**src/rtl/dsm_dem_pkg.sv**
```systemverilog
// Shared defaults and width helpers for the DSM-to-DEM routing slice.
package dsm_dem_pkg;

  localparam int DEF_NCH    = 2;
  localparam int DEF_SPC    = 2;
  localparam int DEF_QW     = 5;
  localparam int DEF_OFFSET = 8;

  // ceil(log2(n)), never narrower than one bit
  function automatic int clog2_min1(input int n);
    int w;
    w = $clog2(n);
    return (w < 1) ? 1 : w;
  endfunction

  // width of a channel index
  function automatic int chw_of(input int nch);
    return clog2_min1(nch);
  endfunction

  // width of a frame slot index
  function automatic int sw_of(input int frame);
    return clog2_min1(frame);
  endfunction

endpackage

```
**src/rtl/dsm_code_conv.sv**
```systemverilog
// Two's-complement quantizer code to offset-binary DEM code, with per-output mute.
// A muted output parks at OFFSET, the mid-scale DEM code.
module dsm_code_conv #(
  parameter int QW     = 5,
  parameter int OFFSET = 8
) (
  input  logic [QW-1:0] code,
  input  logic          mute,
  output logic [QW-1:0] dem_code
);

  // the add wraps modulo 2^QW by construction
  assign dem_code = mute ? QW'(OFFSET) : code + QW'(OFFSET);

endmodule

```
**src/rtl/dsm_dem_router.sv**
```systemverilog
// Routes time-multiplexed quantizer samples to per-channel DEM inputs once per frame.
// A slot counter walks the frame; samples are staged per channel and the whole
// output vector, through a frame-latched channel map, updates on the last slot.
module dsm_dem_router
  import dsm_dem_pkg::*;
#(
  parameter  int NCH    = DEF_NCH,
  parameter  int SPC    = DEF_SPC,
  parameter  int QW     = DEF_QW,
  parameter  int OFFSET = DEF_OFFSET,
  localparam int FRAME  = NCH * SPC,
  localparam int CHW    = chw_of(NCH),
  localparam int SW     = sw_of(FRAME)
) (
  input  logic               mclk512,
  input  logic               reset_n,
  input  logic               enable,
  output logic [SW-1:0]      slot_cnt,
  output logic [CHW-1:0]     chan_sel,
  output logic               frame_end,
  input  logic [QW-1:0]      q_data,
  input  logic               q_valid,
  input  logic [CHW-1:0]     q_chan,
  input  logic [NCH*CHW-1:0] map_in,
  input  logic [NCH-1:0]     mute,
  input  logic               sticky_clr,
  output logic [NCH*QW-1:0]  dem_in,
  output logic               dem_valid,
  output logic [NCH-1:0]     miss_sticky,
  output logic               ovfl_sticky
);

  function automatic logic [NCH*CHW-1:0] identity_map();
    logic [NCH*CHW-1:0] m;
    m = '0;
    for (int k = 0; k < NCH; k++) m[k*CHW +: CHW] = CHW'(k);
    return m;
  endfunction

  function automatic logic [NCH*QW-1:0] mid_scale();
    logic [NCH*QW-1:0] d;
    d = '0;
    for (int k = 0; k < NCH; k++) d[k*QW +: QW] = QW'(OFFSET);
    return d;
  endfunction

  localparam logic [NCH*CHW-1:0] MAP_ID  = identity_map();
  localparam logic [NCH*QW-1:0]  DEM_MID = mid_scale();

  logic [SW-1:0]      slot_q;
  logic [QW-1:0]      stage_q   [NCH];
  logic [QW-1:0]      stage_now [NCH];
  logic [QW-1:0]      sel_code  [NCH];
  logic [QW-1:0]      conv_code [NCH];
  logic [NCH-1:0]     stvalid_q;
  logic [NCH-1:0]     stvalid_now;
  logic [NCH*CHW-1:0] map_q;
  logic [NCH*CHW-1:0] map_nxt;
  logic [NCH*QW-1:0]  dem_q;
  logic [NCH*QW-1:0]  dem_nxt;
  logic               dv_q;
  logic [NCH-1:0]     miss_q;
  logic               ovfl_q;
  logic               last_slot;
  logic               chan_ok;
  logic               wr_en;

  assign last_slot = (slot_q == SW'(FRAME - 1));
  assign frame_end = enable & last_slot;
  assign slot_cnt  = slot_q;
  assign chan_sel  = CHW'(32'(slot_q) / 32'(SPC));

  assign chan_ok = (32'(q_chan) < 32'(NCH));
  assign wr_en   = enable & q_valid & chan_ok;

  // the map is only ever consumed on the frame_end edge, where the fresh value applies
  assign map_nxt = frame_end ? map_in : map_q;

  // stage contents including this cycle's sample; unwritten channels hold
  always_comb begin
    for (int c = 0; c < NCH; c++) begin
      stage_now[c]   = (wr_en && (q_chan == CHW'(c))) ? q_data : stage_q[c];
      stvalid_now[c] = stvalid_q[c] | (wr_en && (q_chan == CHW'(c)));
    end
  end

  // pick each output's source channel; a map entry beyond NCH-1 falls back to channel 0
  always_comb begin
    for (int k = 0; k < NCH; k++) begin
      sel_code[k] = stage_now[0];
      for (int c = 1; c < NCH; c++) begin
        if (map_nxt[k*CHW +: CHW] == CHW'(c)) sel_code[k] = stage_now[c];
      end
    end
  end

  for (genvar k = 0; k < NCH; k++) begin : g_conv
    dsm_code_conv #(.QW(QW), .OFFSET(OFFSET)) u_conv (
      .code     (sel_code[k]),
      .mute     (mute[k]),
      .dem_code (conv_code[k])
    );
  end

  // pack the converted codes into the DEM bus layout
  always_comb begin
    dem_nxt = '0;
    for (int k = 0; k < NCH; k++) dem_nxt[k*QW +: QW] = conv_code[k];
  end

  // sequencer, staging, map shadow, output register and sticky flags
  always_ff @(posedge mclk512) begin
    if (!reset_n) begin
      slot_q    <= '0;
      stvalid_q <= '0;
      map_q     <= MAP_ID;
      dem_q     <= DEM_MID;
      dv_q      <= 1'b0;
      miss_q    <= '0;
      ovfl_q    <= 1'b0;
      for (int c = 0; c < NCH; c++) stage_q[c] <= '0;
    end else begin
      slot_q    <= (!enable || last_slot) ? '0 : slot_q + SW'(1);
      for (int c = 0; c < NCH; c++) stage_q[c] <= stage_now[c];
      stvalid_q <= (!enable || frame_end) ? '0 : stvalid_now;
      map_q     <= map_nxt;
      dv_q      <= frame_end;
      if (frame_end) dem_q <= dem_nxt;
      miss_q    <= (sticky_clr ? '0 : miss_q) | (frame_end ? ~stvalid_now : '0);
      ovfl_q    <= (sticky_clr ? 1'b0 : ovfl_q) | (q_valid & ~chan_ok);
    end
  end

  assign dem_in      = dem_q;
  assign dem_valid   = dv_q;
  assign miss_sticky = miss_q;
  assign ovfl_sticky = ovfl_q;

endmodule

```
**config.mk**
```make
export PLATFORM = sky130hd
export DESIGN_NAME = dsm_dem_router
export DESIGN_NICKNAME = d
export VERILOG_FILES = /design/src/rtl/dsm_dem_pkg.sv /design/src/rtl/dsm_code_conv.sv /design/src/rtl/dsm_dem_router.sv
export SDC_FILE = /design/constraint.sdc
export NUM_CORES = 1
export LEC_CHECK = 0
export CAP_MARGIN = 10
export CELL_PAD_IN_SITES_DETAIL_PLACEMENT = 1
export CELL_PAD_IN_SITES_GLOBAL_PLACEMENT = 1
export CORE_ASPECT_RATIO = 0.75
export CORE_UTILIZATION = 41
export CTS_BUF_LIST = sky130_fd_sc_hd__clkbuf_8
export CTS_CLUSTER_SIZE = 14
export DETAILED_ROUTE_END_ITERATION = 6
export PLACE_DENSITY = 0.9
export SLEW_MARGIN = 25
export SYNTH_ARGS = -nofsm -noshare
export SYNTH_HDL_FRONTEND = slang
export SYNTH_SLANG_ARGS = --single-unit
```
**constraint.sdc**
```tcl
create_clock -name mclk512 -period 3.02 [get_ports mclk512]
set_input_delay 0.453 -clock mclk512 [delete_from_list [all_inputs] [get_ports mclk512]]
set_output_delay 0.453 -clock mclk512 [all_outputs]
set_load 0.02 [all_outputs]
```
==> impl_results.md <==
- Max-slew violations: 0
- DR iter-0 viols: 34
- Min-delay worst type: reg -> reg
- Clock slew at reported path FFs: 60 ps
- Worst-Skew Late Latency: 280 ps
- Antenna diodes: 0
- Fin Setup TNS: 0 ps
- Clock power frac: 0.424
- Post-route minimum period: 2402 ps
- Crit path cell chain: clkdlybuf4s50_1, nand2_4, inv_1, clkdlybuf4s50_1
- Die area: 0.003469 mm^2
- Yosys top cell by area: dfxtp_1
- Final setup vio count: 0
- Routed Antenna Nets: 0
- Crit-path slowest cell: clkdlybuf4s50_1
- Critical path type: in -> out
- Post-synthesis net count: 155
- Net Sw Frac: 0.2382
- Leakage power: 0.0007033 uW
- RSZ-0062 raised after global routing: no
- Fin. Hold Viols: 0
- Logic pwr share: 0.104
- Clk sinks: 29
- Average wire per standard cell: 18.22 um
- Peak VDD IR: 300.8 uV
- Cell count after synthesis: 139
- CTS root buf: clkbuf_8
- Die Y: 51.26 um
- Global-route wire length before repair: 6.106 mm
- Dpl ws: 635.3 ps
- CTS tree: yes
- Largest net degree at the start of global routing: 19
- Initial antenna violation count: 0
- Achievable clock frequency: 416.4 MHz
- Post-synth top area share: 0.4377
- IO Port Bufs: 31
- Crit-path max cell delay: 630 ps
- Sequential power share: 0.473
- Net Switching: 198.6 uW
- Status: complete, no violations
- Distinct cells, synth: 29
- Vias in the first global route: 1252
- DRC: 0
- Clock skew: 5.854 ps
- Hold slack: 463.2 ps
- Setup bufs post-CTS: 0
- Max-Cap Viols: 0
- Setup crit end kind: output port
- Overall power: 833.9 uW
- GRT Total Usage: 0.2522
- H-tree depth: 2
- Die W: 67.68 um
- Routed wire length: 3.827 mm
- PnR worst setup slack: 618.5 ps
- Starting density of the core: 0.4422
- Worst-path fanout max: 7
- P&R area growth vs syn: 32.55%
- # IOs: 33
- CP dominant cell by count: clkdlybuf4s50_1
- Post-DP HPWL: 2.577 mm
- Share of cells above drive strength 1: 0.08721
- Placer Congestion: 0.7977
- Synth area leaders: dfxtp_1 (44%), mux2i_1 (12%), nand2_1 (5.1%)
- Total congestion overflow: 0
- Worst Path Required: 2570 ps
- Syn avg cell area: 9.542 um^2
- Final nets: 187
- Yosys reg bits: 29
- Cts hold-fix bufs: 0
- Seq/Total Area, Yosys: 0.4377
- Longest Clk Path Bufs: 2
- # rows: 17
- Vias: 1150
- Fin area: 0.001758 mm^2
- Placed cell area: 0.001657 mm^2
- Startpoint types: input pin
- Via density: 5.476
- Internal Power: 635.3 uW
- Worst Path Buf+Inv: 3
- 1st-pass router iterations: 4
- CP arrival: 1950 ps
- Fin crit share: 0.7952
- Post-CTS sizing: 0
- Synth Warn #: 0
- Crit-path leading delay family: buffers and inverters
- TritonCTS Buffers: 5
- Pwr per Cell Area: 474.3 mW/mm^2
- Core Region: 0.002999 mm^2
- Synthesized cell area: 0.001326 mm^2
stage by stage:
step,utilization,instances
2_1_floorplan,-,139
3_3_place_gp,0.5524,202
3_5_place_dp,0.5524,202
4_1_cts,0.5861,210
5_1_grt,0.5861,210
6_report,0.5861,210
synthesized netlist by cell type:
master,instances
xnor2_1,3
buf_1,1
a21boi_0,8
a21oi_1,2
inv_1,5
mux2i_1,16
nand3b_1,2
and2_2,1
buf_4,2
o32ai_1,2
nand2_1,18
conb_1,1
nor2b_1,2
and2_1,2
clkbuf_1,3
mux2i_4,2
nand2_4,1
nand2b_1,6
dfxtp_1,29
and3b_1,1
nor2_1,16
ha_1,1
a32o_1,6
mux2_2,2
a22o_1,2
buf_2,1
and2b_1,1
nand3_1,2
and3_1,1
cells by family after synthesis:
kind of cell             share of synthesized area
adder cells (fa/ha/maj)                   0.009432
flip-flops                                  0.4377
buffers and inverters                      0.04056
other                                     0.002827
multiplexers                                0.1717
XOR/XNOR                                   0.01981
AO/OA/AOI/OAI                               0.1245
AND/OR/NAND/NOR                             0.1934
layer usage:
metal | global-route usage | share of wire | wire length [um]
met5 | 0 | 0 | 0
met4 | 0.1454 | 0.019 | 71
met3 | 0.08259 | 0.047 | 179
met2 | 0.4109 | 0.49 | 1873
met1 | 0.2849 | 0.44 | 1703
power by group through the flow:
| stage | Sequential (uW) | Clock (uW) | Combinational [uW] |
|---|---|---|---|
| floorplan | 403 | 0 | 43.7 |
| global placement | 401 | 0 | 79.5 |
| detailed placement | 402 | 0 | 83.0 |
| CTS | 394 | 355 | 86.0 |
| global route | 394 | 377 | 92.8 |
| finish | 394 | 353 | 86.7 |
layout by cell type, fill, tap and decap left out, drive strengths merged, types with 3 or more instances in the layout:
| cell | netlist | routed |
|---|---|---|
| dfxtp | 29 | 29 |
| xnor2 | 3 | 3 |
| a32o | 6 | 6 |
| a21boi | 8 | 8 |
| clkbuf | 3 | 7 |
| nand2 | 19 | 19 |
| and2 | 3 | 3 |
| mux2i | 18 | 18 |
| nor2 | 16 | 16 |
| clkdlybuf4s50 | 0 | 31 |
| nand2b | 6 | 6 |
| inv | 5 | 5 |
worst paths after layout:
| path | start | endpoint | slack, ps | cells after the start |
|---|---|---|---|---|
| setup / recovery | enable | frame_end | 620 | 4 |
| hold / removal | slot_cnt[0]$_SDFF_PP0_ | slot_cnt[0]$_SDFF_PP0_ | 460 | 1 |
| setup reg to reg | slot_cnt[1]$_SDFF_PP0_ | dem_in[4]$_SDFFE_PN0N_ | 1110 | 5 |
| hold reg to reg | slot_cnt[0]$_SDFF_PP0_ | slot_cnt[0]$_SDFF_PP0_ | 460 | 1 |
registers in the layout, indices dropped and copies added, names as in the netlist:
name,count
stage_q,10
slot_cnt,2
dem_in,10
map_q,2
miss_sticky,2
stvalid_q,2
dem_valid,1
cell type report:
| type | count | area [um^2] |
|---|---|---|
| fillers | 339 | 1241 |
| flip-flops and latches | 29 | 580.6 |
| multi-input cells | 98 | 691.9 |
| clock inverters | 1 | 5.005 |
| repair buffers | 32 | 317.8 |
| well taps | 38 | 47.55 |
| clock buffers | 7 | 96.34 |
| inverters | 5 | 18.77 |
Power figures use the tool's default switching activity.
